===== config.mk =====
export PLATFORM = sky130hd
export DESIGN_NAME = pc_stack_register
export DESIGN_NICKNAME = d
export VERILOG_FILES = /design/src/rtl/pc_stack_register.sv
export SDC_FILE = /design/constraint.sdc
export NUM_CORES = 1
export LEC_CHECK = 0
export CAP_MARGIN = 10
export CORE_ASPECT_RATIO = 1.5
export CORE_MARGIN = 2
export CORE_UTILIZATION = 62
export DETAILED_ROUTE_END_ITERATION = 10
export DONT_BUFFER_PORTS = 1
export PLACE_DENSITY_LB_ADDON = 0.15
export SYNTH_ARGS = -nofsm -noshare
export SYNTH_HDL_FRONTEND = slang
export SYNTH_SLANG_ARGS = --single-unit

===== constraint.sdc =====
create_clock -name clk -period 2.8 [get_ports clk]
set_input_delay 0.56 -clock clk [delete_from_list [all_inputs] [get_ports clk]]
set_output_delay 0.56 -clock clk [all_outputs]
set_load 0.01 [all_outputs]

===== src/rtl/pc_stack_register.sv =====
// pc_stack_register: program counter with load, increment, signed relative
// jump and a single-cycle call/return address stack of DEPTH entries.
// Optional feature macro: RSTACK_GUARD_EN.
//   defined   - guarded stack: call on full does not push, ret on empty is a
//               no-op, both set the sticky err flag.
//   undefined - circular stack: call on full overwrites the oldest entry,
//               ret on empty is a no-op, err is constant 0.
module pc_stack_register #(
  parameter int DATA_SIZE = 11,
  parameter int DEPTH     = 8
) (
  input  logic                         clk,
  input  logic                         rst,
  input  logic [DATA_SIZE-1:0]         in,
  input  logic                         load,
  input  logic                         rel,
  input  logic                         inc,
  input  logic                         call,
  input  logic                         ret,
  output logic [DATA_SIZE-1:0]         out,
  output logic [$clog2(DEPTH+1)-1:0]   depth,
  output logic                         full,
  output logic                         empty,
  output logic                         err
);

  localparam int DW = $clog2(DEPTH + 1);
  localparam int PW = $clog2(DEPTH);
  localparam logic [DW-1:0] DEPTH_MAX = DW'(DEPTH);
  localparam logic [PW-1:0] PTR_LAST  = PW'(DEPTH - 1);

  typedef enum logic [2:0] {
    CMD_HOLD,
    CMD_INC,
    CMD_REL,
    CMD_LOAD,
    CMD_CALL,
    CMD_RET
  } cmd_t;

  cmd_t                 cmd;
  logic [DATA_SIZE-1:0] entry [DEPTH];
  logic [PW-1:0]        wr_ptr;
  logic [PW-1:0]        wr_ptr_inc;
  logic [PW-1:0]        rd_ptr;
  logic [PW-1:0]        wr_ptr_next;
  logic [DATA_SIZE-1:0] out_next;
  logic [DW-1:0]        depth_next;
  logic [DATA_SIZE-1:0] ret_addr;
  logic                 push;
`ifdef RSTACK_GUARD_EN
  logic                 err_set;
`endif

  assign full       = (depth == DEPTH_MAX);
  assign empty      = (depth == '0);
  assign ret_addr   = out + DATA_SIZE'(1);

  // The stack is a ring addressed by a write pointer rather than by depth, so
  // the circular build can overwrite the oldest entry without shifting; when
  // no wrap has happened the pointer equals depth mod DEPTH.
  assign wr_ptr_inc = (wr_ptr == PTR_LAST) ? '0 : wr_ptr + PW'(1);
  assign rd_ptr     = (wr_ptr == '0) ? PTR_LAST : wr_ptr - PW'(1);

  // Priority decode of the command inputs: ret > call > load > rel > inc.
  always_comb begin
    cmd = CMD_HOLD;
    if (ret)       cmd = CMD_RET;
    else if (call) cmd = CMD_CALL;
    else if (load) cmd = CMD_LOAD;
    else if (rel)  cmd = CMD_REL;
    else if (inc)  cmd = CMD_INC;
  end

  // Next program counter, stack pointer, depth and push/fault strobes.
  always_comb begin
    out_next    = out;
    depth_next  = depth;
    wr_ptr_next = wr_ptr;
    push        = 1'b0;
`ifdef RSTACK_GUARD_EN
    err_set     = 1'b0;
`endif
    case (cmd)
      CMD_RET: begin
        if (!empty) begin
          out_next    = entry[rd_ptr];
          depth_next  = depth - DW'(1);
          wr_ptr_next = rd_ptr;
        end else begin
`ifdef RSTACK_GUARD_EN
          err_set = 1'b1;
`endif
        end
      end
      CMD_CALL: begin
        out_next = in;
        if (!full) begin
          push        = 1'b1;
          depth_next  = depth + DW'(1);
          wr_ptr_next = wr_ptr_inc;
        end else begin
`ifdef RSTACK_GUARD_EN
          err_set     = 1'b1;
`else
          push        = 1'b1;
          wr_ptr_next = wr_ptr_inc;
`endif
        end
      end
      CMD_LOAD: out_next = in;
      CMD_REL:  out_next = out + in;
      CMD_INC:  out_next = out + DATA_SIZE'(1);
      default:  out_next = out;
    endcase
  end

  // Counter, depth and stack pointer registers with asynchronous reset.
  always_ff @(posedge clk or posedge rst) begin
    if (rst) begin
      out    <= '0;
      depth  <= '0;
      wr_ptr <= '0;
    end else begin
      out    <= out_next;
      depth  <= depth_next;
      wr_ptr <= wr_ptr_next;
    end
  end

  // Return-address storage; contents are not reset.
  always_ff @(posedge clk) begin
    if (push && !rst) entry[wr_ptr] <= ret_addr;
  end

`ifdef RSTACK_GUARD_EN
  // Sticky stack-fault flag, cleared only by reset.
  always_ff @(posedge clk or posedge rst) begin
    if (rst)          err <= 1'b0;
    else if (err_set) err <= 1'b1;
  end
`else
  assign err = 1'b0;
`endif

endmodule


# Yosys cells after proc, flatten, opt, wreduce, memory -nomap -nowiden
# Memory sizes are Yosys's and may differ from the RTL's.
# Cells that the tools add are included.
[totals]
mem_bits_rw = 88
in_bits = 18
word_cells = 46
output_inout_bits = 18
n_memories = 1
reg_bits = 18
[memory_table]
columns = ["memory", "depth", "word_bits", "read_ports", "rd_clocked_by_memory_dff", "wr", "line", "text"]
rows = [
  ["entry", 8, 11, 1, 0, 1, "42", "logic [DATA_SIZE-1:0] entry [DEPTH];"],
]
[classes]
n_addsub = 6
n_reduce_logical = 10
muxes = 17
eq_ne = 9
[ops]
columns = ["operator", "n"]
rows = [
  ["case mux 11 bit (4 select lines)", 1],
  ["two-way mux 3 bit", 5],
  ["adder 11 x 1 -> 11 bit (second input constant)", 1],
  ["adder 11 bit", 1],
  ["two-way mux 11 bit", 1],
  ["equality test 3 bit (second input constant)", 3],
  ["two-way mux 4 bit", 2],
  ["case mux 4 bit (2 select lines)", 1],
  ["equality test 3 x 2 -> 1 bit (second input constant)", 2],
  ["case mux 3 bit (2 select lines)", 1],
  ["adder 4 x 1 -> 4 bit (second input constant)", 1],
  ["equality test 4 bit (second input constant)", 1],
  ["zero test 4 bit", 1],
  ["two-way mux 1 bit", 4],
  ["two-way mux 2 bit", 2],
  ["!= test 2 bit (second input constant)", 2],
  ["AND reduction 2 bit", 2],
  ["nonzero test 4 bit", 1],
  ["subtractor 4 x 1 -> 4 bit (second input constant)", 1],
  ["adder 3 x 1 -> 3 bit (second input constant)", 1],
  ["equality test 3 x 1 -> 1 bit (second input constant)", 1],
  ["zero test 3 bit", 1],
  ["AND reduction 3 bit", 1],
  ["subtractor 3 x 1 -> 3 bit (second input constant)", 1],
  ["4 further kinds", 4],
]

# Depth between registers and ports, before layout
# Gate-level depths: netlist (run 1).
[logic_depth]
depth_word = 10
ltp_mapped = 9
ltp_nobuf = 9

# Worst setup path after synthesis (run 1)
# OpenSTA, ideal clock, no wires.
[synth_path]
path_kind = "input -> register"
start = "input port in[0]"
end = "register out[6]"
slack_ps = 503
path_buffers = 0
t_arrival_ps = 2165
t_required_ps = 2668
path_stages = 9
setup_ps = 132
path_cell_list = "ha_1 -> inv_1 -> fa_1 -> nand2b_1 -> a21oi_1 -> mux2i_1 -> nor2_1 -> a2111oi_0 -> nor2_1"
[synth_via]
elab_chain_len = 2
[synth_lines]
columns = ["element", "line", "text"]
rows = [
  ["from (decl)", "14", "input logic [DATA_SIZE-1:0] in,"],
  ["adder 11 bit", "112", "CMD_REL: out_next = out + in;"],
  ["case mux 11 bit (4 select lines)", "84", "case (cmd)"],
  ["to (signal assigned)", "125", "out <= out_next;"],
  ["to (decl)", "20", "output logic [DATA_SIZE-1:0] out,"],
]
# No other way between the ends.
# A chain may end at the register's enable or synchronous reset.

# Final worst setup path (run 1)
[layout_path]
start = "register wr_ptr[0]"
end = "register out[5]"
[layout_via]
elab_chain_len = 5
elab_cells_between_ends = 6
classes_between = "1 x add/sub; 3 x mux; 1 x reduce/logical; 1 x memory"
[layout_lines]
columns = ["element", "line", "text"]
rows = [
  ["from (decl)", "43", "logic [PW-1:0] wr_ptr;"],
  ["from (signal assigned)", "127", "wr_ptr <= wr_ptr_next;"],
  ["subtractor 3 x 1 -> 3 bit or zero test 3 bit (tied branches)", "63", "assign rd_ptr = (wr_ptr == '0) ? PTR_LAST : wr_ptr - PW'(1);"],
  ["two-way mux 3 bit (*)", "63", ""],
  ["memory (8 x 11 bit) (*)", "--", ""],
  ["two-way mux 11 bit (*)", "86", "if (!empty) begin"],
  ["case mux 11 bit (4 select lines) (*)", "84", ""],
]
# Every way passes the cells marked *; elsewhere a longest branch is shown, timed or not. The select of a mux whose other input is x is not followed.

==> results of run 1 <==
[cell families after synthesis]
family | Yosys count | share of synthesized area
compound gates | 82 | 0.1042
xor+xnor | 16 | 0.02645
fa+ha+maj | 19 | 0.04771
buf+inv | 24 | 0.02173
flops | 106 | 0.5838
mux | 37 | 0.1346
other cells | 1 | 0.0007079
simple gates | 86 | 0.08077
[how the worst max path moves through the flow]
stage | slack [ps] | endpoint | startpoint
3_3_place_gp | 120 | out[8] | in[0]
5_1_grt | 90 | out[10] | wr_ptr[0]
6_report | 200 | out[5] | wr_ptr[0]
2_1_floorplan | 500 | out[6] | in[0]
4_1_cts | 190 | out[5] | wr_ptr[0]
3_5_place_dp | 80 | out[8] | in[0]
[power by group through the flow]
stage          combinational [uW]  clock, uW  sequential [uW]
2_1_floorplan                2130          0             2460
3_3_place_gp                 2840          0             2490
3_5_place_dp                 2910          0             2500
4_1_cts                      2930       1340             2470
5_1_grt                      3190       1410             2490
6_report                     2940       1320             2470
[layout make-up]
class	instances	share of cell area
Tap cell	107	0.02288
Timing Repair Buffer	21	0.02908
Clock buffer	12	0.04042
Clock inverter	4	0.01305
Sequential cell	106	0.5287
Inverter	11	0.007057
Multi-Input combinational cell	241	0.3589
[state kept, by name (all words and copies together) (netlist names)]
name,flops
out,11
entry,88
depth,4
wr_ptr,3
[metal layers]
layer,GRT usage,up-vias
met5,0,-
met1,0.3168,1615
met3,0.05598,19
met2,0.4583,80
met4,0.1080,0
li1,-,1508
[stage by stage]
step,util,power [uW]
global route,0.6997,7092
detailed placement,0.6623,5411
global placement,0.6623,5322
CTS,0.6997,6738
floorplan,-,4581
finish,0.6997,6725
[cells in the final DEF (no fill, tap or decap), types with 3 or more instances in the layout]
cell       netlist  layout
dfrtp_1         18      18
a221oi_1         4       4
edfxtp_1        88      88
clkbuf_1         6       3
nand2_1         22      22
ha_1            17      17
xnor2_1          9       9
nor3_1           7       5
mux4_1          14      14
mux4_2           8       8
o21ai_0         12      12
mux2_2           8       8
inv_1           10      10
clkbuf_16        0       9
a31oi_1          6       6
a21o_1           3       3
nand2b_1         8       8
nand3_1          8       8
a21oi_1         22      22
nor2_1          26      26
o22ai_1          6       6
buf_4            1      20
xor2_1           7       7
mux2i_1          6       6
[critical path: cells and delay by family, from the launching register on]
| kind | cells | cell delay (ps) |
|---|---|---|
| compound gates | 2 | 170 |
| fa+ha+maj | 2 | 420 |
| simple gates | 1 | 240 |
| flops | 1 | 430 |
| buf+inv | 2 | 350 |
| mux | 2 | 860 |
==> key figures, run 1 <==
CTS
  • Post-CTS Hold Buffers: 0
  • Resized cells post-CTS: 0
  • Cts bufs inserted: 9
  • Clock latency on the worst-skew pair: ~340 ps
  • Clock edge transition at the registers on the reported setup and hold paths: 70 ps
  • Post-CTS Setup Bufs: 0
  • Htree depth: 3
  • Clock Tree Root: clkbuf_16
  • Clock buffer depth: 2
  • Total clock sinks: 106
  • CTS tree: yes

Finish
  • Sequential cell area: 0.003093 mm2
  • Multi-input combinational cell area: 0.002100 mm2
  • Nets: between 400 and 500
  • FILL cells: 576
  • Ant. Diodes: 0
  • P&R area growth vs syn: 10.44%
  • Finished Cell Area: ~0.006 mm2
  • Non-filler cells, final: 502
  • Share of cells above drive strength 1: 0.1595

Critical path
  • Critical path startpoint category: register
  • CP Cell Sequence: inv_2, ha_1, ha_1, nor2_4, buf_4, mux4_1, mux2_2, o22ai_1, a21oi_1
  • Critical path required time: around 3000 ps
  • Setup crit end kind: register
  • FF-to-FF End: out[5]
  • R2R setup slack: approximately 200 ps
  • CP max FO: 10
  • Critical path arrival: about 2800 ps
  • Worst setup path category: register to register
  • R2R cell count: 9
  • CP max stage delay: 580 ps
  • Most frequent CP cell: ha_1
  • Slowest stage cell, crit path: mux4_1
  • Reg-to-Reg Start: wr_ptr[0]

GRT
  • Vias in the first global route: 3244
  • Pin count of the biggest net entering global routing: 19
  • GR Util All Layers: 0.2624
  • GRT overflow: 0
  • First-pass GRT wire length: 17520 um
  • Initial antenna violation count: 0

Drt
  • Top sig layer: met4
  • Routed Antenna Nets: 0
  • First-pass iteration count of the detailed router: 4
  • DR WL met3: around 480 um
  • Final wirelength: approximately 11000 um
  • Met1 wire length: 4800 um
  • Vias per cell: 6.418
  • DR WL/cell: 22.78 um
  • WL met2: 5851 um
  • DRC: 0
  • Initial DRC count: 222
  • Vias after detailed routing: 3222

STA
  • RSZ-0062 raised after global routing: no
  • Fin crit share: 0.9295
  • Fmax: 384.2 MHz
  • Minimum clock period: 2603 ps
  • Worst Skew: 8.695 ps
  • Hold Slack: 226.3 ps
  • Final setup violation count: 0
  • Worst slew margin: 0.4767
  • Setup TNS: 0 ps
  • Slew Limit Fails: 0
  • Worst Max-Slew Pin Slew: a little under 800 ps
  • Final setup margin: 197.4 ps
  • Hold Vio Cnt, Final: 0

Placed design
  • Port Buffers: 0
  • Placed Cells: 486
  • Gpl congestion: 0.8834
  • Area after DPL: 0.005538 mm2
  • HPWL after DPL: a little over 8000 um
  • Dpl ws: 81.86 ps

Synth
  • EDFF count, synth: 88
  • Netlist cell types: between 60 and 70
  • Post-synth top area share: 0.4988
  • Most numerous cell in the Yosys netlist: edfxtp_1
  • Mean post-synth cell area: 14.28 um2
  • Yosys warnings: 0
  • Largest cells by area after synthesis: edfxtp_1, dfrtp_1, mux4_1
  • Async SR Flop Fraction: 0.1698
  • Syn_nets: around 410
  • Top FF cell, synth: edfxtp_1
  • Synth area leader: edfxtp_1
  • Seq/Total Area, Yosys: 0.5838
  • Cell Area, Synth: 0.005298 mm2
  • Top post-synthesis cells by count: edfxtp_1, nor2_1, a21oi_1, nand2_1, dfrtp_1
  • Syn Inst Count: 371
  • Count of state elements after synthesis: 106

Run status
  • Status: completed

Pwr
  • Internal: roughly 4300 uW
  • Clock share of power: 0.196
  • Pleak: around 0.0021 uW
  • Power per cell area: 1149 mW/mm2
  • Worst VDD drop: 0.6562 mV
  • Sw Share: 0.3580
  • Combinational fraction of design power: 0.437
  • NetSw: 2407 uW
  • Flop pwr share: 0.367

Die
  • Chip width: 79.48 um
  • Rows: 41
  • Die area: 0.009315 mm2
  • IO Count: 36
  • Initial Util: 0.6335
  • Die Span Y: 117.2 um
  • Core Region: 0.008362 mm2

Hold path
  • Worst min path class: input port to async pin

Flow run
  • Max cap viols: 0
Power figures use the tool's default switching activity.
==> inputs of run 2 (changes only) <==
ABC_AREA = 1   (was unset)
==> run 2 against run 1 <==
Compared with the run above:
- core utilization fell by 1.7 points
- power rose by 6.8%
- largest cell class unchanged
- worst hold slack improved by 8.2 ps
- routed wire length rose by 21%
- critical endpoint is now out[6]
- sequential power rose by 2%
- fmax rose by 19%
- die area rose by 10%
- clock skew rose by 0.87 ps
- first-iteration DRC count rose by 45%
- count of clock-buffer cells in the layout fell by 2
- synthesized cell count rose by 92%
- final area rose by 8.0%
==> key figures, run 2 <==
GRT
  • First-pass GRT wire length: 22560 um
  • Initial antenna violation count: 0
  • GR Util All Layers: 0.2871
  • Pin count of the biggest net entering global routing: 43
  • Vias in the first global route: about 4600
  • GRT overflow: 0

Drt
  • First-pass iteration count of the detailed router: 6
  • Initial DRC count: 323
  • DRC: 0
  • Vias after detailed routing: 4633
  • Final wirelength: 13820 um
  • DR WL/cell: 16.55 um
  • Vias per cell: 5.549
  • Routed Antenna Nets: 0

Finish
  • Regs by FF count: entry (88), out (11), depth (4)
  • Commonest non-fill, non-tap cells in the layout: nand2_1, inv_1, edfxtp_1
  • Commonest non-fill, non-tap cell in the layout: nand2_1
  • Top reg by flops: entry
  • Share of cells above drive strength 1: 0.05947
  • Ant. Diodes: 0
  • P&R area growth vs syn: 7.656%
  • Nets: 755
  • Number of flip-flops under the largest register name: 88

Die
  • Die area: about 0.010 mm2
  • IO Count: 36
  • Initial Util: 0.6340
  • Die Span Y: 123.1 um
  • Core Region: 0.009254 mm2
  • Rows: 43
  • Chip width: 83.43 um

CTS
  • Post-CTS Setup Bufs: 0
  • Htree depth: 3
  • Clock buffer depth: 2
  • Post-CTS Hold Buffers: 0
  • Cts bufs inserted: 9
  • Total clock sinks: 106
  • Clock edge transition at the registers on the reported setup and hold paths: roughly 70 ps
  • Clock Tree Root: clkbuf_16
  • Resized cells post-CTS: 0
  • CTS tree: yes
  • Clock latency on the worst-skew pair: ~340 ps

Synth
  • Post-synth top area share: 0.4504
  • Cell Area, Synth: 0.005867 mm2
  • Top FF cell, synth: edfxtp_1
  • Largest cells by area after synthesis: edfxtp_1, nand2_1, dfrtp_1
  • Syn Inst Count: 711
  • Mean post-synth cell area: 8.252 um2
  • Syn_nets: approximately 750
  • Seq/Total Area, Yosys: 0.5272
  • Most numerous cell in the Yosys netlist: nand2_1
  • EDFF count, synth: approximately 90
  • Async SR Flop Fraction: 0.1698
  • Count of state elements after synthesis: 106
  • Synth area leader: edfxtp_1
  • Yosys warnings: 0
  • Netlist cell types: 36
  • Top post-synthesis cells by count: nand2_1, inv_1, edfxtp_1, nand3_1, nor2_1

Critical path
  • Critical path startpoint category: register
  • CP max stage delay: 580 ps
  • Reg-to-Reg Start: out[0]
  • Most frequent CP cell: nand2_1
  • Critical path required time: 3040 ps
  • CP max FO: 10
  • Worst setup path category: register to register
  • FF-to-FF End: out[6]
  • R2R cell count: 13
  • R2R setup slack: 610 ps
  • WP depth: 13
  • Critical path arrival: around 2400 ps
  • Critical Path End: out[6]
  • Crit path launch: out[0]
  • CP Cell Sequence: ha_1, inv_1, fa_1, inv_1, nand3_1, nand3_1, nand2_1, nand2_1, nand2_1, nand3_1, nand2_1, nand2_1, nand2_1
  • Kind of cell adding the most delay to the critical path: simple AND/OR/NAND/NOR gates
  • Setup crit end kind: register
  • Slowest stage cell, crit path: dfrtp_1
  • Crit path buffers/inverters: 2

Pwr
  • Sw Share: 0.4497
  • Worst VDD drop: 0.7108 mV
  • Flop pwr share: 0.349
  • NetSw: about 3200 uW
  • Combinational fraction of design power: 0.479
  • Clock share of power: 0.172
  • Internal: 3952 uW
  • Power per cell area: 1137 mW/mm2
  • Pleak: 0.002973 uW

Run status
  • Status: completed

Hold path
  • Worst min path class: input port to async pin

STA
  • Worst Max-Slew Pin Slew: approximately 750 ps
  • Final setup margin: 612.4 ps
  • Minimum clock period: ~2200 ps
  • Worst slew margin: 0.5021
  • Hold Vio Cnt, Final: 0
  • Setup TNS: 0 ps
  • Fmax: 457.1 MHz
  • Worst Skew: 9.561 ps
  • Final setup violation count: 0
  • Fin crit share: 0.7813
  • Slew Limit Fails: 0
  • RSZ-0062 raised after global routing: no

Placed design
  • Gpl congestion: 0.9076
  • Dpl ws: 652.4 ps
  • Port Buffers: 0
  • HPWL after DPL: 9889 um

Flow run
  • Max cap viols: 0
## run 2: through the flow
| step | instances | power, uW | hold slack (ps) | utilization | area [um2] |
|---|---|---|---|---|---|
| 3_5_place_dp | 819 | 5944 | 587.8 | 0.6508 | 6022 |
| 4_1_cts | 835 | 7194 | 244.7 | 0.6825 | 6316 |
| 5_1_grt | 835 | 7762 | 292.9 | 0.6825 | 6316 |
| 3_3_place_gp | 819 | 5821 | 566.0 | 0.6508 | 6022 |
| 6_report | 835 | 7182 | 234.5 | 0.6825 | 6316 |
| 2_1_floorplan | 711 | 4947 | 498.6 | - | 5867 |
## run 2: worst register-to-register path: stages (launching register included)
cell and delay, ps:
dfrtp_1 580, ha_1 270, inv_1 60, fa_1 350
inv_1 120, nand3_1 80, nand3_1 140, nand2_1 110
nand2_1 70, nand2_1 50, nand3_1 70, nand2_1 70
nand2_1 60, nand2_1 40
## run 2: kinds of logic after synthesis
logic type / share of synthesized area
AND/OR/NAND/NOR: 0.2717
multiplexers: 0.001919
flip-flops: 0.5272
buffers and inverters: 0.09469
AO/OA/AOI/OAI: 0.04884
XOR/XNOR: 0.01194
other: 0.0006392
adder cells (fa/ha/maj): 0.04308
## run 2: worst min path at each step
stage | from | endpoint
final | rst | wr_ptr[0]
after global routing | rst | wr_ptr[0]
after CTS | rst | wr_ptr[0]
after detailed placement | depth[3] | depth[3]
after global placement | depth[3] | depth[3]
after floorplan | rst | depth[0]
## run 2: area by class of cell
type                            count  area (um2)
Fill cell                         772        2938
Multi-Input combinational cell    465        2218
Timing Repair Buffer               16       120.1
Inverter                          120       450.4
Clock inverter                      6       65.06
Sequential cell                   106        3093
Tap cell                          112       140.1
Clock buffer                       10       229.0
## run 2: power by group through the flow
stage          Clock [uW]  Combinational, uW  Sequential, uW
6_report             1230               3440            2510
5_1_grt              1320               3910            2540
4_1_cts              1240               3440            2510
3_5_place_dp            0               3400            2540
3_3_place_gp            0               3290            2530
2_1_floorplan           0               2510            2440
## run 2: per-layer routing
layer,up-vias,GRT usage,wire (um)
li1,2284,-,-
met1,2159,0.3266,5258
met2,139,0.5146,7350
met3,51,0.04806,630
met4,0,0.1623,581
met5,-,0,0
